[config.mk]
export PLATFORM = sky130hd
export DESIGN_NAME = pb_debounce
export DESIGN_NICKNAME = d
export VERILOG_FILES = /design/src/rtl/pb_debounce_pkg.sv /design/src/rtl/pb_debounce_chan.sv /design/src/rtl/pb_debounce.sv
export SDC_FILE = /design/constraint.sdc
export NUM_CORES = 1
export LEC_CHECK = 0
export CORE_ASPECT_RATIO = 0.8
export CORE_MARGIN = 2
export CORE_UTILIZATION = 65
export CTS_BUF_LIST = sky130_fd_sc_hd__clkbuf_2 sky130_fd_sc_hd__clkbuf_4 sky130_fd_sc_hd__clkbuf_8
export DETAILED_ROUTE_END_ITERATION = 12
export PLACE_DENSITY = 0.95
export SYNTH_ARGS = -nofsm -noshare
export SYNTH_HDL_FRONTEND = slang
export SYNTH_SLANG_ARGS = --single-unit
[constraint.sdc]
create_clock -name CLK -period 4.4 [get_ports CLK]
set_input_delay 0.44 -clock CLK [delete_from_list [all_inputs] [get_ports CLK]]
set_output_delay 0.44 -clock CLK [all_outputs]
set_load 0.02 [all_outputs]
[src/rtl/pb_debounce_pkg.sv]
// Shared encodings and board defaults for the pushbutton debouncer.
package pb_debounce_pkg;

  localparam logic [1:0] S_LOW  = 2'd0;
  localparam logic [1:0] S_RISE = 2'd1;
  localparam logic [1:0] S_HIGH = 2'd2;
  localparam logic [1:0] S_FALL = 2'd3;

  localparam int unsigned DEF_DEBOUNCE_CYCLES = 1000000;
  localparam int unsigned DEF_CNT_W           = 20;

endpackage

[src/rtl/pb_debounce_chan.sv]
// One button channel: two-flop synchronizer, polarity fix, stability FSM with
// registered level and one-cycle press/release pulses.
module pb_debounce_chan
  import pb_debounce_pkg::*;
#(
  parameter int unsigned DEBOUNCE_CYCLES = DEF_DEBOUNCE_CYCLES,
  parameter int unsigned CNT_W           = DEF_CNT_W,
  parameter int unsigned ACTIVE_LOW      = 0
) (
  input  logic i_clk,
  input  logic i_rst_n,
  input  logic i_pb_raw,
  output logic o_level,
  output logic o_press,
  output logic o_release
);

  localparam logic [CNT_W-1:0] CNT_MAX  = CNT_W'(DEBOUNCE_CYCLES - 1);
  localparam logic             RAW_IDLE = (ACTIVE_LOW != 0);

  logic             r_sync1;
  logic             r_sync2;
  logic [1:0]       r_state;
  logic [CNT_W-1:0] r_cnt;
  logic             r_level;
  logic             r_press;
  logic             r_release;
  logic             w_s;

  assign w_s = r_sync2 ^ RAW_IDLE;

  always_ff @(posedge i_clk) begin
    if (!i_rst_n) begin
      // Sync flops hold the raw not-pressed level so reset never looks like a press.
      r_sync1   <= RAW_IDLE;
      r_sync2   <= RAW_IDLE;
      r_state   <= S_LOW;
      r_cnt     <= '0;
      r_level   <= 1'b0;
      r_press   <= 1'b0;
      r_release <= 1'b0;
    end else begin
      r_sync1   <= i_pb_raw;
      r_sync2   <= r_sync1;
      r_press   <= 1'b0;
      r_release <= 1'b0;
      case (r_state)
        S_LOW: begin
          if (w_s) begin
            r_state <= S_RISE;
            r_cnt   <= '0;
          end
        end
        S_RISE: begin
          if (!w_s) begin
            r_state <= S_LOW;
            r_cnt   <= '0;
          end else if (r_cnt == CNT_MAX) begin
            r_state <= S_HIGH;
            r_cnt   <= '0;
            r_level <= 1'b1;
            r_press <= 1'b1;
          end else begin
            r_cnt <= r_cnt + 1'b1;
          end
        end
        S_HIGH: begin
          if (!w_s) begin
            r_state <= S_FALL;
            r_cnt   <= '0;
          end
        end
        S_FALL: begin
          if (w_s) begin
            r_state <= S_HIGH;
            r_cnt   <= '0;
          end else if (r_cnt == CNT_MAX) begin
            r_state   <= S_LOW;
            r_cnt     <= '0;
            r_level   <= 1'b0;
            r_release <= 1'b1;
          end else begin
            r_cnt <= r_cnt + 1'b1;
          end
        end
        default: begin
          r_state <= S_LOW;
          r_cnt   <= '0;
        end
      endcase
    end
  end

  assign o_level   = r_level;
  assign o_press   = r_press;
  assign o_release = r_release;

endmodule

[src/rtl/pb_debounce.sv]
// Array of independent pushbutton debouncers feeding the button logic bus.
module pb_debounce
  import pb_debounce_pkg::*;
#(
  parameter int unsigned N_BTN           = 2,
  parameter int unsigned DEBOUNCE_CYCLES = DEF_DEBOUNCE_CYCLES,
  parameter int unsigned CNT_W           = DEF_CNT_W,
  parameter int unsigned ACTIVE_LOW      = 0
) (
  input  logic             CLK,
  input  logic             RST_N,
  input  logic [N_BTN-1:0] PB_RAW,
  output logic [N_BTN-1:0] BTN_LEVEL,
  output logic [N_BTN-1:0] BTN_PRESS,
  output logic [N_BTN-1:0] BTN_RELEASE
);

  for (genvar g = 0; g < N_BTN; g++) begin : g_chan
    pb_debounce_chan #(
      .DEBOUNCE_CYCLES (DEBOUNCE_CYCLES),
      .CNT_W           (CNT_W),
      .ACTIVE_LOW      (ACTIVE_LOW)
    ) u_chan (
      .i_clk     (CLK),
      .i_rst_n   (RST_N),
      .i_pb_raw  (PB_RAW[g]),
      .o_level   (BTN_LEVEL[g]),
      .o_press   (BTN_PRESS[g]),
      .o_release (BTN_RELEASE[g])
    );
  end

endmodule

# After elaboration in Yosys (flattened, before gate mapping)
# Cells that the tools add are included.
# word_totals
wordCells	95
input_bits	4
reg_bits	54
# op_classes
addsub	2
eq_ne	24
bitwise	3
n_reduce_logical	14
muxes	38
# op_table
cell	count
$mux W20	10
$pmux W20 S4	2
$add A20 B1 Y20 const B	2
$eq A20 B20 Y1 const B	2
$mux W2	12
$ne A2 B1 Y1 const B	8
$pmux W2 S4	2
$mux W1	10
$reduce_and A5 Y1	2
$eq A2 B2 Y1 const B	4
$ne A2 B2 Y1 const B	4
$reduce_and A4 Y1	2
$ne A3 B1 Y1 const B	2
$ne A3 B3 Y1 const B	2
$reduce_and A3 Y1	2
$reduce_or A3 Y1	2
$eq A2 B1 Y1 const B	2
$logic_not A2 Y1	2
$pmux W1 S2	2
$reduce_and A2 Y1	2
$reduce_bool A2 Y1	2
$not A1 Y1	3

# Depth between registers and ports, before layout
# Gate-level depths: netlist (run 1).
# depth
depth_word	4
mapped_depth	8
mapped_depth_nobuf	6

# Modules after synthesis
# Synthesis (run 1) repeated with hierarchy kept, for this count alone.
# unflattened
cells_unflattened	318
hier_area_um2	2672.6
# by_module_without_submodules
module	area_per_inst_um2	n_inst	cells_each
pb_debounce_chan at g_chan[1].u_chan	1345.0	1	158
pb_debounce_chan at g_chan[0].u_chan	1327.5	1	160

# Least setup slack after synthesis (run 1)
# OpenSTA, ideal clock, no wires.
# synth_path
kind	flip-flop to flip-flop
start	register g_chan[1].u_chan.r_cnt[0]
end	register g_chan[1].u_chan.r_cnt[12]
setup_time_ns	0.074
arrival_time_ns	1.688
stages_incl_launch_ff	9
setup_slack_ns	2.638
period_less_slack_ns	1.762
n_path_buf	2
cell_sequence	dfxtp_1 -> ha_1 -> and3_1 -> buf_2 -> and3_4 -> a211oi_4 -> buf_4 -> nand2_1 -> a31oi_1
# synth_between
elab_chain_cells	4
elab_cells_between_ends	6
# synth_rtl
item	line	rtl
start: declaration	pb_debounce_chan.sv:24	logic [CNT_W-1:0] r_cnt;
start signal: assignment	pb_debounce_chan.sv:64	r_cnt <= r_cnt + 1'b1;
start signal: assignment	pb_debounce_chan.sv:83	r_cnt <= r_cnt + 1'b1;
$add A20 B1 Y20 / $eq A20 B20 Y1 (equally long branches)	--	
$mux W20 *	pb_debounce_chan.sv:58, pb_debounce_chan.sv:77	
$mux W20, on equally long branches	pb_debounce_chan.sv:74, pb_debounce_chan.sv:55	
$pmux W20 S4 *	pb_debounce_chan.sv:47	case (r_state)
# Every way passes the cells marked *; elsewhere a longest branch is shown, timed or not.
# A chain may end at the register's enable or synchronous reset.

==> metrics.md, run 1 <==
| Metric | Value |
|---|---|
| Synth top area cells | `dfxtp_1 40%, a31oi_1 5.8%, nand2_1 4.3%, a21oi_1 3.5%, nand3_1 3.5%` |
| Placed cell area | `about 2700 um^2` |
| Synth top area share | `40.3%` |
| Share of cells above drive strength 1 | `approximately 4.5%` |
| Worst reg2reg path endpoint | `g_chan[0].u_chan.r_cnt[2]` |
| Register area share after synthesis | `40.3%` |
| GPL Wtd Cong | `~0.84` |
| CTS Buf Count | `5` |
| Clock insertion delay at the later pin of the skew report | `0.30 ns` |
| Layout Nets | `approximately 320` |
| HP Class | `flop to flop` |
| Worst R2R Start | `g_chan[0].u_chan.r_cnt[0]` |
| Global-route wire length before repair | `9370 um` |
| #FFs+latches synth | `54` |
| Final instance area | `2810 um^2` |
| Clock buffer depth | `2` |
| Commonest non-fill, non-tap cell in the layout | `dfxtp_1` |
| Die Height | `61.5 um` |
| Hold-fix buffers, CTS | `0` |
| Setup Viol. Count Final | `0` |
| Post-synthesis async set-or-reset flop share | `0%` |
| YS warnings | `0` |
| Rel. slew slack | `28.2%` |
| Final min period | `2.79 ns` |
| P per Cell Area | `308 nW/um^2` |
| Req. time, crit path | `4.63 ns` |
| Tcrit/Tclk final | `63.4%` |
| Worst setup SP type | `input port` |
| Final hold violations | `0` |
| F_max | `359 MHz` |
| CP arrival | `3.02 ns` |
| R2R setup slack | `1.96 ns` |
| DRC Markers | `0` |
| # IOs | `10` |
| Worst-path clk slew | `0.10 ns` |
| Crit Path Max Fanout | `16` |
| Critical path class | `input port to flop` |
| Core ar. | `3880 um^2` |
| HP Start | `g_chan[0].u_chan.r_sync1` |
| Initial antenna violation count | `0` |
| Starting density of the core | `around 69%` |
| Routed vias | `2336` |
| Post-synth EDFFs | `0` |
| Port Buffers | `9` |
| Die Area | `4660 um^2` |
| Hpwl dp | `3960 um` |
| Worst Tran Pin Value | `roughly 1.1 ns` |
| Post-synthesis cell type count | `41` |
| CTS root buffer | `clkbuf_8` |
| # Post-CTS Setup Buffers | `0` |
| # rows | `20` |
| Post-route antenna net violation count | `0` |
| Peak supply drop | `roughly 0.4 mV` |
| CTS tree | `built` |
| R2R depth | `7` |
| Avg WL per Cell | `around 16 um` |
| Cell taking the most area after synthesis | `dfxtp_1` |
| Fin. max-slew vios | `0` |
| GRT Residual Overflow | `0` |
| Number of global-route vias before repair | `2056` |
| DRT Pass-1 Iters | `4` |
| Setup TNS Final | `0 ns` |
| LEAKAGE | `0.967 nW` |
| Fin cells | `366` |
| Post-synth net total | `323` |
| Cell Area, Synth | `between 2000 and 3000 um^2` |
| Cells after DPL | `between 300 and 400` |
| Avg Cell Area, Syn | `8.47 um^2` |
| PostCTS Resize Cnt | `0` |
| RSZ-0062 raised after global routing | `false` |
| Largest net degree at the start of global routing | `24` |
| Worst Clk Skew | `0.0108 ns` |
| Cells after Synth | `~320` |
| Clock sinks | `54` |
| Top_reg_cell synth | `dfxtp_1` |
| Outcome | `complete, no violations` |
| N_diodes | `0` |
| Max-cap violations | `0` |
| Crit path capture type | `flop` |
| Total Wirelength | `5760 um` |
| H-tree levels | `2` |
| Sink of the worst hold path | `g_chan[0].u_chan.r_sync2` |
| DIE WIDTH | `75.8 um` |
| Via-per-instance ratio | `~6.4` |
| GRT Util Overall | `26.0%` |
| DRT iter0 DRCs | `191` |
| Commonest non-fill, non-tap cells in the layout | `54 x dfxtp_1, 31 x nand2_1, 25 x a31oi_1` |
| Synth-to-Final Area Change | `4.71%` |
| Hold depth | `1` |
==> power by group <==
group,internal (mW),switching (mW)
sequential,0.493,0.00533
clock,0.168,0.158
combinational,0.0142,0.0256
==> flip-flops by register name, indices dropped and copies added, names as in the netlist, named ones only <==
signal and cells:
g_chan.u_chan.r_cnt 40, g_chan.u_chan.o_level 2, g_chan.u_chan.o_press 2, g_chan.u_chan.o_release 2, g_chan.u_chan.r_state 2, g_chan.u_chan.r_sync1 2, g_chan.u_chan.r_sync2 2
==> cells by family after synthesis <==
kind of cell / share of synthesized area (%)
multiplexers: 2.24
AND/OR/NAND/NOR: 26.9
XOR/XNOR: 4.20
flip-flops: 40.3
adder cells (fa/ha/maj): 0.932
AO/OA/AOI/OAI: 18.2
buffers and inverters: 7.18
==> synth_stat cells, types with 2 or more instances <==
master    instances
buf_4             7
a22o_1            8
nor4b_1           2
and3_1            8
o21ai_1           3
ha_1              2
and2_1            6
dfxtp_1          54
inv_1            10
nor2b_1           2
xnor2_1           5
o21ai_0          12
nand2_1          31
buf_6             4
a21oi_1          19
a22oi_1           2
a31oi_1          25
nand2b_1          2
and4_1            9
nand3_1          19
nor3_1            9
nor3b_1           3
nor2_1           19
xor2_1            6
clkbuf_1          6
nand4_1          14
mux2i_1           6
or2b_1            2
buf_2             7
nand3b_1          3
o22ai_1           2
==> through the flow <==
step	hold WS [ns]	util (%)	total power [mW]	worst slack, ns
after floorplan	0.412	-	0.536	2.64
after global placement	0.416	69.7	0.547	1.41
after CTS	0.451	72.5	0.862	1.62
after detailed placement	0.436	69.7	0.549	1.34
after global routing	0.467	72.5	0.885	1.38
final	0.446	72.5	0.864	1.61
==> layer usage <==
metal / share of wire, % / GRT usage [%]
met5: 0 / 0
met4: 1.8 / 6.52
met3: 5.8 / 4.91
met2: 46 / 41.7
met1: 46 / 36.5
==> worst max-delay path by stage <==
stage / startpoint / endpoint / cells past startpoint
2_1_floorplan: g_chan[1].u_chan.r_cnt[0] / g_chan[1].u_chan.r_cnt[12] / 8
3_3_place_gp: RST_N / g_chan[0].u_chan.r_cnt[2] / 6
3_5_place_dp: RST_N / g_chan[0].u_chan.r_cnt[11] / 6
4_1_cts: RST_N / g_chan[0].u_chan.r_cnt[11] / 6
5_1_grt: RST_N / g_chan[0].u_chan.r_cnt[2] / 6
6_report: RST_N / g_chan[0].u_chan.r_cnt[2] / 6
==> cell type report <==
class | instances | area (um^2)
Fill cell | 279 | 1070
Clock inverter | 2 | 38.8
Clock buffer | 5 | 68.8
Inverter | 10 | 37.5
Timing Repair Buffer | 11 | 105
Tap cell | 55 | 68.8
Sequential cell | 54 | 1080
Multi-Input combinational cell | 229 | 1410
==> critical path, stage by stage <==
cell and delay [ns]:
clkdlybuf4s50_1 0.74, inv_1 0.35, a211oi_2 0.76, buf_4 0.34, or2b_1 0.24, a31oi_1 0.15
(Power assumes the default switching activity.)
==> run 2, diff against run 1 <==
--- a/config.mk
+++ b/config.mk
@@ -7,10 +7,10 @@
 export LEC_CHECK = 0
 export CORE_ASPECT_RATIO = 0.8
 export CORE_MARGIN = 2
-export CORE_UTILIZATION = 65
+export CORE_UTILIZATION = 57
 export CTS_BUF_LIST = sky130_fd_sc_hd__clkbuf_2 sky130_fd_sc_hd__clkbuf_4 sky130_fd_sc_hd__clkbuf_8
 export DETAILED_ROUTE_END_ITERATION = 12
-export PLACE_DENSITY = 0.95
+export PLACE_DENSITY = 0.9
 export SYNTH_ARGS = -nofsm -noshare
 export SYNTH_HDL_FRONTEND = slang
 export SYNTH_SLANG_ARGS = --single-unit
==> constraint.sdc (replaced) <==
create_clock -name CLK -period 2.3 [get_ports CLK]
set_input_delay 0.23 -clock CLK [delete_from_list [all_inputs] [get_ports CLK]]
set_output_delay 0.23 -clock CLK [all_outputs]
set_load 0.02 [all_outputs]
==> run 2 against run 1 <==
Cell area rose by 2.5%; highest routed layer unchanged; die area rose by 13%; flip-flop and latch count did not move; largest power group unchanged; clock power rose by 130%.
==> metrics.md, run 2 (synthesis gave the netlist of run 1 again) <==
| Metric | Value |
|---|---|
| Outcome | `complete, no violations` |
| Core ar. | `4570 um^2 (+18%)` |
| Via-per-instance ratio | `6.28 (-1.6%)` |
| # Post-CTS Setup Buffers | `0 (unchanged)` |
| Placed cell area | `2740 um^2 (+1.3%)` |
| Hpwl dp | `3850 um (-2.8%)` |
| LEAKAGE | `1.00 nW (+3.8%)` |
| Port Buffers | `9 (unchanged)` |
| Hold-fix buffers, CTS | `0 (unchanged)` |
| Max-cap violations | `0 (unchanged)` |
| Worst Clk Skew | `0.0106 ns (-0.000194 ns)` |
| Clock insertion delay at the later pin of the skew report | `0.31 ns (about the same)` |
| N_diodes | `0 (unchanged)` |
| PostCTS Resize Cnt | `0 (unchanged)` |
| DRT iter0 DRCs | `268 (+40%)` |
| Setup TNS Final | `0 ns (unchanged)` |
| Synth-to-Final Area Change | `7.37%` |
| Share of cells above drive strength 1 | `6.01% (+1.5 points)` |
| Hold depth | `1 (unchanged)` |
| Sink of the worst hold path | `g_chan[0].u_chan.r_sync2` |
| Req. time, crit path | `2.48 ns (-2.15 ns)` |
| HP Class | `flop to flop` |
| P per Cell Area | `624 nW/um^2 (+100%)` |
| # rows | `22 (+10%)` |
| R2R depth | `7 (unchanged)` |
| Worst R2R Start | `g_chan[0].u_chan.r_cnt[0]` |
| GRT Residual Overflow | `0 (unchanged)` |
| GRT Util Overall | `22.7% (-3.3 points)` |
| Worst-path clk slew | `0.09 ns (about the same)` |
| Clock buffer depth | `2 (unchanged)` |
| Setup Viol. Count Final | `0 (unchanged)` |
| # IOs | `10 (unchanged)` |
| Crit Path Max Fanout | `30 (+14)` |
| Number of global-route vias before repair | `2046 (-0.49%)` |
| Peak supply drop | `0.439 mV (+9.1%)` |
| DIE WIDTH | `80.7 um (+6.4%)` |
| Initial antenna violation count | `0 (unchanged)` |
| Global-route wire length before repair | `9460 um (+0.95%)` |
| Commonest non-fill, non-tap cell in the layout | `dfxtp_1` |
| DRT Pass-1 Iters | `5 (+1)` |
| Die Height | `65.4 um (+6.3%)` |
| Final min period | `~1.9 ns` |
| Rel. slew slack | `75.1% (+47 points)` |
| Clock sinks | `54 (unchanged)` |
| Routed vias | `2362 (+1.1%)` |
| Final instance area | `2880 um^2 (+2.5%)` |
| CTS root buffer | `clkbuf_8` |
| CP arrival | `2.11 ns (-0.91 ns)` |
| Crit path capture type | `flop` |
| Largest reg by FF count | `g_chan.u_chan.r_cnt` |
| HP Start | `g_chan[0].u_chan.r_sync1` |
| Fin. max-slew vios | `0 (unchanged)` |
| Commonest non-fill, non-tap cells in the layout | `54 x dfxtp_1, 31 x nand2_1, 25 x a31oi_1` |
| Die Area | `5280 um^2 (+13%)` |
| Starting density of the core | `58.7% (-10 points)` |
| Total Wirelength | `5580 um (-3.1%)` |
| Post-route antenna net violation count | `0 (unchanged)` |
| Worst reg2reg path endpoint | `g_chan[0].u_chan.r_cnt[11]` |
| CTS Buf Count | `5 (unchanged)` |
| GPL Wtd Cong | `0.899 (+6.5%)` |
| RSZ-0062 raised after global routing | `false` |
| H-tree levels | `2 (unchanged)` |
| Avg WL per Cell | `14.8 um (-5.7%)` |
| Largest net degree at the start of global routing | `31 (+29%)` |
| Largest register FFs | `40 (unchanged)` |
| Worst setup SP type | `flop` |
| Final hold violations | `0 (unchanged)` |
| Worst Tran Pin Value | `0.372 ns (-0.697 ns)` |
| Tcrit/Tclk final | `83.7%` |
| R2R setup slack | `0.38 ns (-1.58 ns)` |
| CTS tree | `built` |
| Critical path class | `flop to flop` |
| Layout Nets | `321 (+1.3%)` |
| F_max | `just over 500 MHz` |
| DRC Markers | `0 (unchanged)` |
==> run 2: area by class of cell <==
type,count,area (um^2)
Sequential cell,54,1080
Timing Repair Buffer,15,135
Fill cell,383,1690
Multi-Input combinational cell,229,1410
Clock inverter,2,60.1
Clock buffer,6,82.6
Inverter,10,37.5
Tap cell,60,75.1
==> run 2: layer usage <==
| metal | track usage [%] | wire length (um) |
|---|---|---|
| met1 | 32.8 | 2630 |
| met2 | 34.8 | 2610 |
| met3 | 4.12 | 269 |
| met4 | 6.57 | 68 |
| met5 | 0 | 0 |
==> run 2: worst max-delay path by stage <==
stage                         startpoint                    endpoint  slack [ns]  cells after the start
6_report       g_chan[0].u_chan.r_cnt[0]  g_chan[0].u_chan.r_cnt[11]        0.38                      7
5_1_grt        g_chan[0].u_chan.r_cnt[0]   g_chan[0].u_chan.r_cnt[9]        0.17                      7
4_1_cts        g_chan[0].u_chan.r_cnt[0]  g_chan[0].u_chan.r_cnt[11]        0.37                      7
3_5_place_dp   g_chan[0].u_chan.r_cnt[0]  g_chan[0].u_chan.r_cnt[11]        0.40                      7
3_3_place_gp   g_chan[0].u_chan.r_cnt[0]  g_chan[0].u_chan.r_cnt[11]        0.47                      7
2_1_floorplan  g_chan[1].u_chan.r_cnt[0]  g_chan[1].u_chan.r_cnt[12]        0.54                      8
==> run 2: report_power, final <==
part	total, mW	internal (mW)	switching, mW
Sequential	0.954	0.944	0.00985
Clock	0.764	0.464	0.300
Combinational	0.0815	0.0311	0.0504
==> run 2: through the flow <==
stage          utilization (%)  instances  hold WS, ns  setup WS (ns)  power, mW
6_report                  63.1        376        0.459          0.375       1.80
5_1_grt                   63.1        376        0.476          0.174       1.85
4_1_cts                   63.1        376        0.463          0.374       1.81
3_5_place_dp              59.9        368        0.439          0.396       1.05
3_3_place_gp              59.9        368        0.415          0.467       1.05
2_1_floorplan                -        317        0.357          0.538       1.02
==> run 2: critical path, cell delays in order, from the launching register on <==
cell      delay, ns
dfxtp_1        0.39
ha_1           0.22
nand3_1        0.18
nor4_4         0.39
a211oi_2       0.11
buf_4          0.24
or2b_1         0.19
a31oi_1        0.07
